[src/rtl/fetch_if.sv]
// fetch_if: fetch-stage control bundle between fetch_ctrl (master) and the pipeline/IR side (slave).
//   Inputs to the controller: stall, two_byte, br_taken, br_target, halt_req, irq, irq_en.
//   Outputs from the controller: pc, ir_ld, ir_flush, sf1, irq_ack, epc, halted.
interface fetch_if;
  logic       stall;
  logic       two_byte;
  logic       br_taken;
  logic [7:0] br_target;
  logic       halt_req;
  logic       irq;
  logic       irq_en;
  logic [7:0] pc;
  logic       ir_ld;
  logic       ir_flush;
  logic       sf1;
  logic       irq_ack;
  logic [7:0] epc;
  logic       halted;
  modport master (
    input  stall, two_byte, br_taken, br_target, halt_req, irq, irq_en,
    output pc, ir_ld, ir_flush, sf1, irq_ack, epc, halted
  );
  modport slave (
    output stall, two_byte, br_taken, br_target, halt_req, irq, irq_en,
    input  pc, ir_ld, ir_flush, sf1, irq_ack, epc, halted
  );
endinterface

[src/rtl/fetch_ctrl.sv]
// fetch_ctrl: fetch-stage sequencer owning the 8-bit PC and the IR load/flush/operand controls.
//   clk  : system clock, all state on the rising edge
//   rst  : asynchronous active-low reset
//   f    : fetch_if.master bundle (hazard/branch/halt/irq inputs; pc, IR controls, irq_ack, epc, halted)
module fetch_ctrl #(
  parameter logic [7:0] RESET_PC   = 8'h00,
  parameter logic [7:0] IRQ_VECTOR = 8'h80
) (
  input  logic   clk,
  input  logic   rst,
  fetch_if.master f
);
  typedef enum logic [1:0] {FETCH, OPERAND, HALT} state_t;
  state_t     state_q, state_d;
  logic [7:0] pc_q, pc_d, epc_q, epc_d;
  logic       ld, flush, ack, irq_take;
  // irq_take already excludes br_taken, so checking it first keeps branch priority intact
  always_comb begin
    irq_take = f.irq & f.irq_en & ~f.br_taken & (((state_q == FETCH) & ~f.stall) | (state_q == HALT));
    state_d  = state_q;
    pc_d     = pc_q;
    epc_d    = epc_q;
    ld       = 1'b0;
    flush    = 1'b0;
    ack      = 1'b0;
    if (irq_take) begin
      flush   = 1'b1;
      ack     = 1'b1;
      epc_d   = pc_q;
      pc_d    = IRQ_VECTOR;
      state_d = FETCH;
    end else if (state_q != HALT) begin
      if (f.br_taken) begin
        flush   = 1'b1;
        pc_d    = f.br_target;
        state_d = FETCH;
      end else if (f.halt_req) begin
        flush   = 1'b1;
        state_d = HALT;
      end else if (!f.stall) begin
        ld      = 1'b1;
        pc_d    = pc_q + 8'd1;
        state_d = (state_q == FETCH && f.two_byte) ? OPERAND : FETCH;
      end
    end
  end
  always_ff @(posedge clk or negedge rst) begin
    if (!rst) begin
      state_q <= FETCH;
      pc_q    <= RESET_PC;
      epc_q   <= 8'h00;
    end else begin
      state_q <= state_d;
      pc_q    <= pc_d;
      epc_q   <= epc_d;
    end
  end
  // IR strobes are forced low while reset is held so the IR never captures during reset
  assign f.ir_ld    = ld & rst;
  assign f.ir_flush = flush & rst;
  assign f.irq_ack  = ack & rst;
  assign f.sf1      = (state_q == OPERAND);
  assign f.halted   = (state_q == HALT);
  assign f.pc       = pc_q;
  assign f.epc      = epc_q;
endmodule

[src/flat_wrapper.sv]
// flat-port wrapper written by rule: the top's interface ports become plain ports
module fetch_ctrl_flat 
#(
  parameter logic [7:0] RESET_PC   = 8'h00,
  parameter logic [7:0] IRQ_VECTOR = 8'h80
)
  (clk, rst, f_stall, f_two_byte, f_br_taken, f_br_target, f_halt_req, f_irq, f_irq_en, f_pc, f_ir_ld, f_ir_flush, f_sf1, f_irq_ack, f_epc, f_halted);
  fetch_if f_i ();
  input  logic clk;
  input  logic rst;
  input wire logic [$bits(f_i.stall)-1:0] f_stall;
  input wire logic [$bits(f_i.two_byte)-1:0] f_two_byte;
  input wire logic [$bits(f_i.br_taken)-1:0] f_br_taken;
  input wire logic [$bits(f_i.br_target)-1:0] f_br_target;
  input wire logic [$bits(f_i.halt_req)-1:0] f_halt_req;
  input wire logic [$bits(f_i.irq)-1:0] f_irq;
  input wire logic [$bits(f_i.irq_en)-1:0] f_irq_en;
  output wire logic [$bits(f_i.pc)-1:0] f_pc;
  output wire logic [$bits(f_i.ir_ld)-1:0] f_ir_ld;
  output wire logic [$bits(f_i.ir_flush)-1:0] f_ir_flush;
  output wire logic [$bits(f_i.sf1)-1:0] f_sf1;
  output wire logic [$bits(f_i.irq_ack)-1:0] f_irq_ack;
  output wire logic [$bits(f_i.epc)-1:0] f_epc;
  output wire logic [$bits(f_i.halted)-1:0] f_halted;
  assign f_i.stall = f_stall;
  assign f_i.two_byte = f_two_byte;
  assign f_i.br_taken = f_br_taken;
  assign f_i.br_target = f_br_target;
  assign f_i.halt_req = f_halt_req;
  assign f_i.irq = f_irq;
  assign f_i.irq_en = f_irq_en;
  assign f_pc = f_i.pc;
  assign f_ir_ld = f_i.ir_ld;
  assign f_ir_flush = f_i.ir_flush;
  assign f_sf1 = f_i.sf1;
  assign f_irq_ack = f_i.irq_ack;
  assign f_epc = f_i.epc;
  assign f_halted = f_i.halted;
  fetch_ctrl #(.RESET_PC(RESET_PC), .IRQ_VECTOR(IRQ_VECTOR)) u_core (.clk(clk), .rst(rst), .f(f_i));
endmodule
[config.mk]
export PLATFORM = sky130hd
export DESIGN_NAME = fetch_ctrl_flat
export DESIGN_NICKNAME = d
export VERILOG_FILES = /design/src/rtl/fetch_if.sv /design/src/rtl/fetch_ctrl.sv /design/src/flat_wrapper.sv
export SDC_FILE = /design/constraint.sdc
export NUM_CORES = 1
export LEC_CHECK = 0
export ABC_AREA = 1
export CORE_MARGIN = 3
export CORE_UTILIZATION = 35
export CTS_BUF_LIST = sky130_fd_sc_hd__clkbuf_8
export DETAILED_ROUTE_END_ITERATION = 7
export SYNTH_ARGS = -nofsm -noshare
export SYNTH_HDL_FRONTEND = slang
export SYNTH_SLANG_ARGS = --single-unit
[constraint.sdc]
create_clock -name clk -period 1.4 [get_ports clk]
set_input_delay 0.21 -clock clk [delete_from_list [all_inputs] [get_ports clk]]
set_output_delay 0.21 -clock clk [all_outputs]
set_load 0.02 [all_outputs]
==> results of run 1 <==
## synthesized netlist by cell type (2+ instances only)
| master | number | share of area, % |
|---|---|---|
| nand2_1 | 50 | 18 |
| inv_2 | 2 | 0.71 |
| mux2_4 | 2 | 2.8 |
| o21ai_0 | 12 | 5.7 |
| dfrtp_1 | 18 | 43 |
| nand3_1 | 10 | 4.7 |
| inv_1 | 16 | 5.7 |
| nor2_1 | 11 | 3.9 |
| o21ai_1 | 7 | 3.3 |
| buf_6 | 3 | 3.2 |
## power by group through the flow
stage	clock network (mW)	registers, mW	logic, mW
finish	0.419	0.823	1.16
global route	0.455	0.852	1.29
CTS	0.433	0.822	1.13
detailed placement	0	0.836	1.23
global placement	0	0.826	1.22
floorplan	0	1.05	0.393
## layout make-up
cell class                      instances  area (sq um)  share of cell area [%]
Clock buffer                            4          55.1                    3.23
Multi-Input combinational cell        103           577                    33.9
Inverter                               18          67.6                    3.97
Tap cell                               31          38.8                    2.28
Timing Repair Buffer                   58           510                    30.0
Sequential cell                        18           454                    26.7
## critical path, stage by stage, from the launching register on
cell and delay (ps):
dfrtp_2 440, nor2_4 130, nand3_4 100, buf_6 120, a21oi_2 110, buf_6 130
## cell families after synthesis
family	Yosys count	synth area share, %
multiplexers	3	3.78
buffers and inverters	22	10.0
flip-flops	18	42.5
adder cells (fa/ha/maj)	1	1.18
AO/OA/AOI/OAI	21	10.5
AND/OR/NAND/NOR	77	32.0
## sequential cells by signal (all words and copies together), names as in the netlist
signal	flops
u_core.state_q	2
u_core.f.epc	8
u_core.f.pc	8
## layer usage
layer / GRT usage (%) / vias up / share of wire [%]
li1: - / 572 / -
met5: 0 / - / 0
met1: 21.6 / 474 / 45
met2: 25.4 / 26 / 49
met3: 4.61 / 2 / 4.5
met4: 1.86 / 0 / 1.0
## final timing paths
kind | endpoint | start | cells after the start
max | f_ir_flush | u_core.state_q[0] | 5
min | u_core.f.epc[0] | rst | 2
max reg2reg | u_core.f.epc[2] | u_core.state_q[0] | 5
min reg2reg | u_core.f.epc[5] | u_core.f.epc[5] | 2
max in group asynchronous | u_core.f.pc[0] | rst | 2
min in group clk | u_core.f.epc[5] | u_core.f.epc[5] | 2
## repair_timing
action	in CTS	in global routing
gates resized for setup	47	20
setup buffers	1	1
gates cloned	0	1
endpoints found under the setup margin	32	16
pin swaps	3	6
==> impl_metrics.sql, run 1 <==
INSERT INTO impl_metrics (metric_group, metric, value, unit) VALUES
('clock_tree', 'ctsHtreeMaxLevel', '1', ''),
('run_status', 'run_status', 'finished with violations', ''),
('detailed_routing', 'routed_wire_length_per_instance', '11.9', 'um'),
('power', 'power_frac_seq', '34.2', '%'),
('critical_path', 'worst-endpoint-required', '1190', 'ps'),
('die', 'standard_cell_core_area', '2830', 'sq um'),
('critical_path', 'critical_path_class', 'reg -> out', ''),
('timing', 'report.final.hold_viol_count', '0', ''),
('placed_design', 'placed_area', '1590', 'sq um'),
('power', 'power.total', '2.40', 'mW'),
('die', 'die-width', '61.0', 'um'),
('die', 'std_cell_rows', '19', ''),
('timing', 'worst-slew-pin-transition', '254', 'ps'),
('detailed_routing', 'drt-initial-drc-count', '39', ''),
('timing', 'hold_ws', '407', 'ps'),
('power', 'powerDensity', '1410', 'nW/um^2'),
('timing', 'setup_repair_after_global_routing_missed_its_margin', 'yes', ''),
('clock_tree', 'worst_skew_pair.late_latency', '250', 'ps'),
('synth', 'syn_area_per_cell', '7.46', 'sq um'),
('synth', 'synth_ff_type', 'dfrtp_1', ''),
('detailed_routing', 'vias', '1074', ''),
('power', 'power_dissipated_by_switching_net_loads', '950', 'uW'),
('placed_design', 'detailed_place_hpwl', '2140', 'um'),
('synth', 'ffs_w_async_s_r_synth', '100', '%'),
('final_layout', 'mostFrequentLayoutCells', 'nand2_1 (49), buf_4 (22), dlygate4sd2_1 (17)', ''),
('run', 'maxCapViolCount', '0', ''),
('synth', 'number_of_synthesized_flops_with_an_enable_pin', '0', ''),
('global_routing', 'grt_start_max_net_pins', '19', ''),
('timing', 'worst_slack', '-97.1', 'ps'),
('synth', 'synth_fp_nets', '159', ''),
('synth', 'synth_warnings', '0', ''),
('die', 'i_o_pins', '37', ''),
('timing', 'post-route-period-util', '107', '%'),
('global_routing', 'antenna_violations_before_repair', '0', ''),
('timing', 'maxClockFrequency', '668', 'MHz'),
('global_routing', 'grt_pass1_vias', '971', ''),
('final_layout', 'area_growth_syn_to_layout', '60.7', '%'),
('placed_design', 'dp.cells', '225', ''),
('critical_path', 'critical_path_arrival', '1290', 'ps'),
('critical_path', 'worst_setup_path_start_kind', 'register', ''),
('timing', 'clk_skew', '1.99', 'ps'),
('clock_tree', 'tritoncts.num_buffers', '3', ''),
('detailed_routing', 'drc_errors', '0', ''),
('final_layout', 'layout.core_utilization', '60.2', '%'),
('power', 'p_clk_share', '17.4', '%'),
('clock_tree', 'clock_transition_at_the_register_clock_pins_on_the_worst_setup_and_hold_paths_after_cts', '70', 'ps'),
('clock_tree', 'hold_buffers', '0', ''),
('synth', 'synth.cell_area', '1060', 'sq um'),
('detailed_routing', 'postRouteAntennaNets', '0', ''),
('synth', 'syn_inst', '142', ''),
('power', 'p_leak', '0.893', 'nW'),
('synth', 'sequential_fraction_of_the_synthesis_area', '42.5', '%'),
('synth', 'synth_seq_cells', '18', ''),
('final_layout', 'fillCellCount', '259', ''),
('synth', 'synthDistinctLibCells', '21', ''),
('power', 'power.ir.vdd_worst', '0.000998', 'V'),
('detailed_routing', 'wirelength', '2770', 'um'),
('timing', 'maxSlewViolCount', '0', ''),
('global_routing', 'grt_first_pass_wirelength', '4420', 'um'),
('final_layout', 'drive_above_1_share', '27.9', '%'),
('die', 'die_y', '61.0', 'um'),
('global_routing', 'total_global_routing_track_utilization', '15.7', '%'),
('clock_tree', 'cts.sink_count', '18', ''),
('run_status', 'failed_checks', 'negative setup slack', ''),
('min_path', 'hp-class', 'in -> async', ''),
('final_layout', 'post-route-cell-area', '1700', 'sq um'),
('timing', 'setup-violations-final', '3', ''),
('clock_tree', 'cts.root.buffer_cell', 'clkbuf_8', ''),
('power', 'comb_power_share', '48.3', '%'),
('clock_tree', 'tritoncts_clock_tree', 'built', ''),
('final_layout', 'design.final.nets', '219', '');
Note: power is estimated with default switching activity, not from simulation.
==> inputs of run 2 (changes only) <==
Settings changed: TNS_END_PERCENT from default to 100.
==> results of run 2 <==
No change in the layout: final DEF, timing and power equal those of run 1.
==> inputs of run 3 (changes only) <==
Settings changed: CORE_UTILIZATION 35 to 25, CTS_CLUSTER_SIZE from default to 8, HOLD_SLACK_MARGIN from default to 0.05.
==> run 3 against run 2 <==
Compared with the run above: the run still ends with negative setup slack left; cell count rose by 7.3%; non-clock buffer count unchanged; core utilization is 19 points lower; first-iteration DRC count is 5.1% lower; combinational power about the same; via count is 1.0% lower; design area shrank 1.5%; register-to-register slack worse by 40 ps; sequential share of layout area increased by 0.25 points; largest cell class unchanged; largest power group unchanged.
==> impl_metrics.sql, run 3 (synthesis gave the netlist of run 1 again) <==
INSERT INTO impl_metrics (metric_group, metric, value, unit) VALUES
('die', 'std_cell_rows', '23', ''),
('die', 'die-width', '71.1', 'um'),
('timing', 'setup_repair_after_global_routing_missed_its_margin', 'yes', ''),
('clock_tree', 'clock_path_buffers', '2', ''),
('critical_path', 'worst-endpoint-required', '1190', 'ps'),
('timing', 'worst_slack', '-110', 'ps'),
('timing', 'clk_skew', '5.62', 'ps'),
('die', 'die_y', '71.1', 'um'),
('clock_tree', 'cts.sink_count', '18', ''),
('global_routing', 'grt_pass1_vias', '1053', ''),
('detailed_routing', 'postRouteAntennaNets', '0', ''),
('critical_path', 'critical_path_class', 'reg -> out', ''),
('clock_tree', 'worst_skew_pair.late_latency', '250', 'ps'),
('timing', 'period_minus_slack', '1510', 'ps'),
('final_layout', 'finalNonFillerCells', '249', ''),
('final_layout', 'drive_above_1_share', '24.6', '%'),
('final_layout', 'antennaDiodeCount', '0', ''),
('timing', 'worst-slew-pin-transition', '232', 'ps'),
('clock_tree', 'cts.root.buffer_cell', 'clkbuf_8', ''),
('detailed_routing', 'routed_wire_length_per_instance', '11.1', 'um'),
('power', 'powerDensity', '1380', 'nW/um^2'),
('detailed_routing', 'drtPass1Iterations', '4', ''),
('timing', 'post-route-period-util', '108', '%'),
('final_layout', 'area_growth_syn_to_layout', '58.3', '%'),
('placed_design', 'port-buffer-count', '36', ''),
('die', 'standard_cell_core_area', '4060', 'sq um'),
('run_status', 'failed_checks', 'negative setup slack', ''),
('detailed_routing', 'drc_errors', '0', ''),
('timing', 'maxSlewViolCount', '0', ''),
('die', 'initial_core_util', '26.1', '%'),
('final_layout', 'design.final.nets', '218', ''),
('power', 'p_leak', '0.872', 'nW'),
('die', 'die-area', '5060', 'sq um'),
('critical_path', 'worst_setup_path_start_kind', 'register', ''),
('global_routing', 'grt_start_max_net_pins', '20', ''),
('run', 'maxCapViolCount', '0', ''),
('placed_design', 'placement.setup.worst_slack', '-606', 'ps'),
('timing', 'report.final.hold_viol_count', '0', ''),
('final_layout', 'mostFrequentLayoutCells', 'nand2_1 (49), buf_4 (22), dlygate4sd2_1 (17), dfrtp_1 (17), clkdlybuf4s50_1 (14)', ''),
('power', 'power.ir.vdd_worst', '0.000436', 'V'),
('clock_tree', 'clock_transition_at_the_register_clock_pins_on_the_worst_setup_and_hold_paths_after_cts', '70', 'ps'),
('timing', 'setup-violations-final', '6', ''),
('final_layout', 'layout.cells.most_common', 'nand2_1', ''),
('global_routing', 'antenna_violations_before_repair', '0', ''),
('detailed_routing', 'wirelength', '2770', 'um'),
('detailed_routing', 'drt-vias-per-instance', '4.27', ''),
('clock_tree', 'hold_buffers', '0', ''),
('placed_design', 'detailed_place_hpwl', '2180', 'um'),
('run_status', 'run_status', 'finished with violations', ''),
('timing', 'maxClockFrequency', '662', 'MHz'),
('timing', 'sum_of_negative_setup_slack', '-298', 'ps'),
('final_layout', 'multi_input_comb_area', '553', 'sq um'),
('detailed_routing', 'drt-initial-drc-count', '37', ''),
('final_layout', 'seqCellArea', '452', 'sq um'),
('min_path', 'hp-class', 'in -> async', ''),
('global_routing', 'grt_first_pass_wirelength', '4820', 'um'),
('clock_tree', 'tritoncts.num_buffers', '3', ''),
('die', 'i_o_pins', '37', ''),
('final_layout', 'fillCellCount', '414', ''),
('placed_design', 'gp_congestion', '0.790', ''),
('global_routing', 'total_global_routing_track_utilization', '11.9', '%'),
('final_layout', 'layout.core_utilization', '41.4', '%'),
('critical_path', 'critical_path_arrival', '1300', 'ps'),
('clock_tree', 'ctsHtreeMaxLevel', '1', ''),
('detailed_routing', 'vias', '1063', ''),
('critical_path', 'worstPathMaxFanout', '4', ''),
('placed_design', 'dp.cells', '245', ''),
('global_routing', 'globalRouteOverflowTotal', '0', ''),
('critical_path', 'end_kind', 'output pin', ''),
('timing', 'slew-limit-headroom', '84.5', '%'),
('clock_tree', 'tritoncts_clock_tree', 'built', ''),
('timing', 'hold_ws', '469', 'ps');
[run 3: worst paths after layout]
check / from / to / slack [ps] / cells past startpoint
worst min register to register: u_core.f.epc[7] / u_core.f.epc[7] / 480 / 2
worst max-delay path: u_core.state_q[0] / f_ir_flush / -110 / 5
worst max register to register: u_core.state_q[0] / u_core.f.pc[1] / -10 / 7
max in group asynchronous: rst / u_core.f.pc[0] / 720 / 2
worst min-delay path: rst / u_core.f.epc[4] / 470 / 2
min in group clk: u_core.f.epc[7] / u_core.f.epc[7] / 480 / 2
[run 3: what timing repair did]
action                                  in CTS  in global routing
resized for setup                           48                  9
endpoints found under the setup margin      31                 13
buffers inserted                             1                  0
pin swaps                                    2                  3
[run 3: per-stage QoR]
step,power (mW),cell area (sq um)
2_1_floorplan,1.44,1080
3_3_place_gp,2.07,1620
3_5_place_dp,2.08,1620
4_1_cts,2.33,1650
5_1_grt,2.51,1680
6_report,2.32,1680
[run 3: report_power, final]
part | switching, mW | internal, mW
registers | 0.125 | 0.693
clock network | 0.166 | 0.191
logic | 0.643 | 0.502
total | 0.933 | 1.39
[run 3: final cells by class]
type / count / share of cell area [%]
inverters: 18 / 4.03
clock buffers: 3 / 2.46
repair buffers: 58 / 29.9
well taps: 50 / 3.73
flip-flops and latches: 18 / 26.9
multi-input cells: 102 / 33.0
[run 3: worst max-delay path, stage by stage, from the launching register on]
cell and delay [ps]:
dfrtp_1 430, nor2_4 110, nand3_4 130, buf_6 140, a21oi_2 100, buf_4 140
[run 3: layer usage]
layer	global-route usage [%]	wire, um	vias to the layer above
met3	1.99	105	2
li1	-	-	570
met4	5.22	21	0
met5	0	0	-
met2	20.7	1360	23
met1	14.5	1280	468
